### config.mk
export PLATFORM = sky130hd
export DESIGN_NAME = cpu_run_ctrl
export DESIGN_NICKNAME = d
export VERILOG_FILES = /design/src/rtl/cpu_run_ctrl.sv
export SDC_FILE = /design/constraint.sdc
export NUM_CORES = 1
export LEC_CHECK = 0
export ABC_AREA = 1
export BUFFER_PORTS_ARGS = -buffer_cell sky130_fd_sc_hd__buf_4
export CAP_MARGIN = 0
export CORE_MARGIN = 1.5
export CORE_UTILIZATION = 40
export CTS_CLUSTER_SIZE = 20
export DETAILED_ROUTE_END_ITERATION = 10
export GPL_ROUTABILITY_DRIVEN = 0
export PLACE_DENSITY_LB_ADDON = 0.1
export REMOVE_ABC_BUFFERS = 1
export SYNTH_ARGS = -nofsm -noshare
export SYNTH_HDL_FRONTEND = slang
export SYNTH_SLANG_ARGS = --single-unit
### constraint.sdc
create_clock -name clk -period 1.8 [get_ports clk]
set_clock_uncertainty 0.2 [all_clocks]
set_input_delay 0.18 -clock clk [delete_from_list [all_inputs] [get_ports clk]]
set_output_delay 0.18 -clock clk [all_outputs]
set_load 0.1 [all_outputs]
### src/rtl/cpu_run_ctrl.sv
// Run-control sequencer producing the processor clock-enable at full or slow rate.
// Optional breakpoint halt is compiled in when CPU_BREAKPOINT_EN is defined.
module cpu_run_ctrl #(
    parameter int DIV_SLOW = 2500,
    parameter int CNT_W    = 32
) (
    input  logic             clk,
    input  logic             reset,
    input  logic             run_req,
    input  logic             step_req,
    input  logic             halt_req,
    input  logic             cpu_halt,
    input  logic             div_sel,
`ifdef CPU_BREAKPOINT_EN
    input  logic             bp_en,
    input  logic [31:0]      bp_addr,
    input  logic [31:0]      pc,
    output logic             bp_hit,
`endif
    output logic             cpu_ce,
    output logic             running,
    output logic             halted,
    output logic [CNT_W-1:0] tick_count
);

    localparam int PRE_W = $clog2(DIV_SLOW);
    localparam logic [PRE_W-1:0] PRE_LAST = PRE_W'(DIV_SLOW - 1);

    typedef enum logic [1:0] {
        S_HALTED,
        S_RUN,
        S_STEP
    } state_t;

    state_t           state;
    state_t           state_nxt;
    logic [PRE_W-1:0] pre;
    logic [PRE_W-1:0] pre_nxt;
    logic             terminal;
    logic             active;
    logic             bp_fire;
    logic             ce_nxt;
`ifdef CPU_BREAKPOINT_EN
    logic             bp_hit_nxt;
`endif

    always_comb begin
        terminal  = !div_sel || (pre == PRE_LAST);
        active    = (state == S_RUN) || (state == S_STEP);
        bp_fire   = 1'b0;
`ifdef CPU_BREAKPOINT_EN
        bp_fire    = (state == S_RUN) && terminal && bp_en && (pc == bp_addr);
        bp_hit_nxt = bp_hit;
`endif
        // Stop requests and a breakpoint suppress the pulse on the very edge they are seen.
        ce_nxt    = active && terminal && !halt_req && !cpu_halt && !bp_fire;
        state_nxt = state;
        pre_nxt   = (pre == PRE_LAST) ? '0 : pre + PRE_W'(1);

        if (halt_req || cpu_halt) begin
            state_nxt = S_HALTED;
        end else begin
            case (state)
                S_HALTED: begin
                    if (run_req || step_req) begin
                        state_nxt = run_req ? S_RUN : S_STEP;
                        pre_nxt   = '0;
`ifdef CPU_BREAKPOINT_EN
                        bp_hit_nxt = 1'b0;
`endif
                    end
                end
                S_RUN: begin
                    if (bp_fire) begin
                        state_nxt = S_HALTED;
`ifdef CPU_BREAKPOINT_EN
                        bp_hit_nxt = 1'b1;
`endif
                    end
                end
                S_STEP: begin
                    if (terminal) state_nxt = S_HALTED;
                end
                default: state_nxt = S_HALTED;
            endcase
        end
    end

    always_ff @(posedge clk) begin
        if (reset) begin
            state      <= S_HALTED;
            pre        <= '0;
            cpu_ce     <= 1'b0;
            tick_count <= '0;
`ifdef CPU_BREAKPOINT_EN
            bp_hit     <= 1'b0;
`endif
        end else begin
            state  <= state_nxt;
            pre    <= pre_nxt;
            cpu_ce <= ce_nxt;
            if (ce_nxt) tick_count <= tick_count + CNT_W'(1);
`ifdef CPU_BREAKPOINT_EN
            bp_hit <= bp_hit_nxt;
`endif
        end
    end

    assign running = (state == S_RUN);
    assign halted  = (state == S_HALTED);

endmodule
==> reports/metrics.cfg <==
[floorplanning]
die_area_um2=7510
die_h_um=86.7
coreArea_um2=6790
io_pins=42
fp.dieW_um=86.7
start_util_pct=41.2
rows=30

[sta]
finalMaxSlewViolations=0
period_minus_slack_ps=1760
setup_slack_ps=44.9
fmax_mhz=570
setup_violations=0
hold_viol=0
worstMarginPinSlew_ps=364
relSlewSlack_pct=75.5
fin_crit_sh_pct=97.5

[detailed_routing]
wl_per_cell_um=11.8
viasPerCell=4.70
dr_total_vias=2869
routed_wl_mm=7.23
drtIter0Drc=141
postRouteAntennaNets=0
drt_first_pass_iters=5
route.detailed.drc=0

[critical_path]
crit_family=buffers and inverters
crit_required_ps=1790
cp.arrival_ps=1740
path_max_fanout=13
cp_cell_sequence=inv_2 > ha_1 > nor3b_2 > buf_4 > nand2_8 > clkinv_8 > buf_12 > nand2_1 > a21oi_1
max_stage_delay_ps=340
crit_buf_inv=4
cp-end-kind=register
crit_slowest_cell=dfxtp_2
criticalPathCategory=reg -> reg
crit_path_start_kind=register

[global_routing]
overflow=0
antenna_found_initial=0
grt_max_degree=28
grt_usage_pct=20.1
first_global_vias=2646
grt_pass1_wl_mm=12.0

[logic_synthesis]
netlist_top_cells_area=dfxtp_1, nand2_1, nor2_1
yosys.area.top_type_share_pct=33.6
async_flop_share_pct=0
synth_flop_cell=dfxtp_1
ys_seq_area_share_pct=33.6
postSynthCellCount=439
netlist_area_um2=2800
yosysTopAreaCell=dfxtp_1
ys_ff_latch=47
yosysWarnings=0
synth-edff-count=0
syn_avg_cell_area_um2=6.38
ys_types=32

[place]
dp_hpwl_mm=5.50
portBuffers=41
place_ws_ps=-41.2

[cells_and_area]
drive_gt1_share_pct=23.9
diodes=0
nets=525
fin_util_pct=53.8
area_growth_pct=30.6
fillerInstances=707
layout_commonest_cell=nand2_1
mostFrequentLayoutCells=nand2_1, buf_4, nor2_1, dfxtp_1, a21oi_1

[flow_run]
drv_cap=0

[pwr]
vdd_ir_drop_max_v=0.000306
p_leak_nw=1.42
power_density_nw_per_um2=501

[clock_network]
cts_tree=yes
numCtsBuffers=5
htreeDepth=2
clockBufferDepth=2
cts-root-buf=clkbuf_8
clk_pin_slew_ps=90
clkLatencyLatePin_ps=310
cts_num_sinks=47

[min_path]
min_path_type=in -> reg

[run_status]
status=finished clean

==> Yosys cell counts (2+ instances only) <==
library cell / number
a21oi_1: 32
a21oi_2: 2
buf_2: 3
buf_6: 4
clkbuf_1: 3
dfxtp_1: 47
ha_1: 5
inv_1: 29
inv_2: 2
nand2_1: 160
nand2_2: 5
nand3_1: 14
nand3_2: 3
nand3b_1: 14
nor2_1: 70
nor2_2: 4
nor2_4: 2
nor3_1: 6
nor3b_1: 2
o21ai_0: 7
xnor2_1: 4
xor2_1: 11
==> cell families after synthesis <==
family / share of synthesized area, %
AND/OR/NAND/NOR: 43.7
flip-flops: 33.6
AO/OA/AOI/OAI: 8.76
buffers and inverters: 7.02
XOR/XNOR: 4.69
adder cells (fa/ha/maj): 2.24
==> routing by layer <==
metal | global-route usage, % | routed length, um
met2 | 32.5 | 3270
met1 | 28.2 | 3540
met3 | 3.14 | 347
met4 | 4.69 | 76
met5 | 0 | 0
==> worst paths after layout <==
check             cells after the start            end  slack [ps]  startpoint
setup / recovery                      9  tick_count[8]          40    state[0]
hold / removal                        4       state[0]          40     run_req
setup reg to reg                      9  tick_count[8]          40    state[0]
hold reg to reg                       1         pre[0]         260      pre[0]
==> power by group <==
group | leakage (nW) | internal (mW) | switching, mW
logic | 0.990 | 0.0434 | 0.0690
clock network | 0.0489 | 0.281 | 0.384
registers | 0.382 | 1.05 | 0.00640
==> state kept, by name (all words and copies together) (netlist names) <==
signal / count
tick_count: 32
pre: 12
state: 2
cpu_ce: 1
==> repair_timing <==
item	4_1_cts	5_1_grt
setup endpoints to repair	25	31
pin swaps	0	2
setup buffers	0	4
hold buffers	2	0
gates resized for setup	4	28
gates cloned	0	0
endpoints found under the hold margin	2	0
==> layout make-up <==
class,instances,area (um^2),share of cell area (%)
clock buffers,5,68.8,1.88
clock inverters,3,22.5,0.616
inverters,33,136,3.73
multi-input cells,349,1730,47.2
flip-flops and latches,47,950,26.0
well taps,96,120,3.29
repair buffers,77,632,17.3
==> through the flow <==
step           instances  area, um^2  setup TNS (ps)  hold slack (ps)  total power [mW]
2_1_floorplan        429        2730          -15870             42.4              1.13
3_3_place_gp         596        3410               0              228              1.17
3_5_place_dp         596        3410            -536              240              1.18
4_1_cts              606        3540               0             29.4              1.84
5_1_grt              610        3650            -229             46.4              1.91
6_report             610        3650               0             37.1              1.83
==> worst register-to-register path, delay by kind of cell, from the launching register on <==
family	cells	cell delay [ps]
fa+ha+maj	1	290
flops	1	340
compound gates	1	60
buf+inv	4	430
simple gates	3	320
Power figures use the tool's default switching activity.
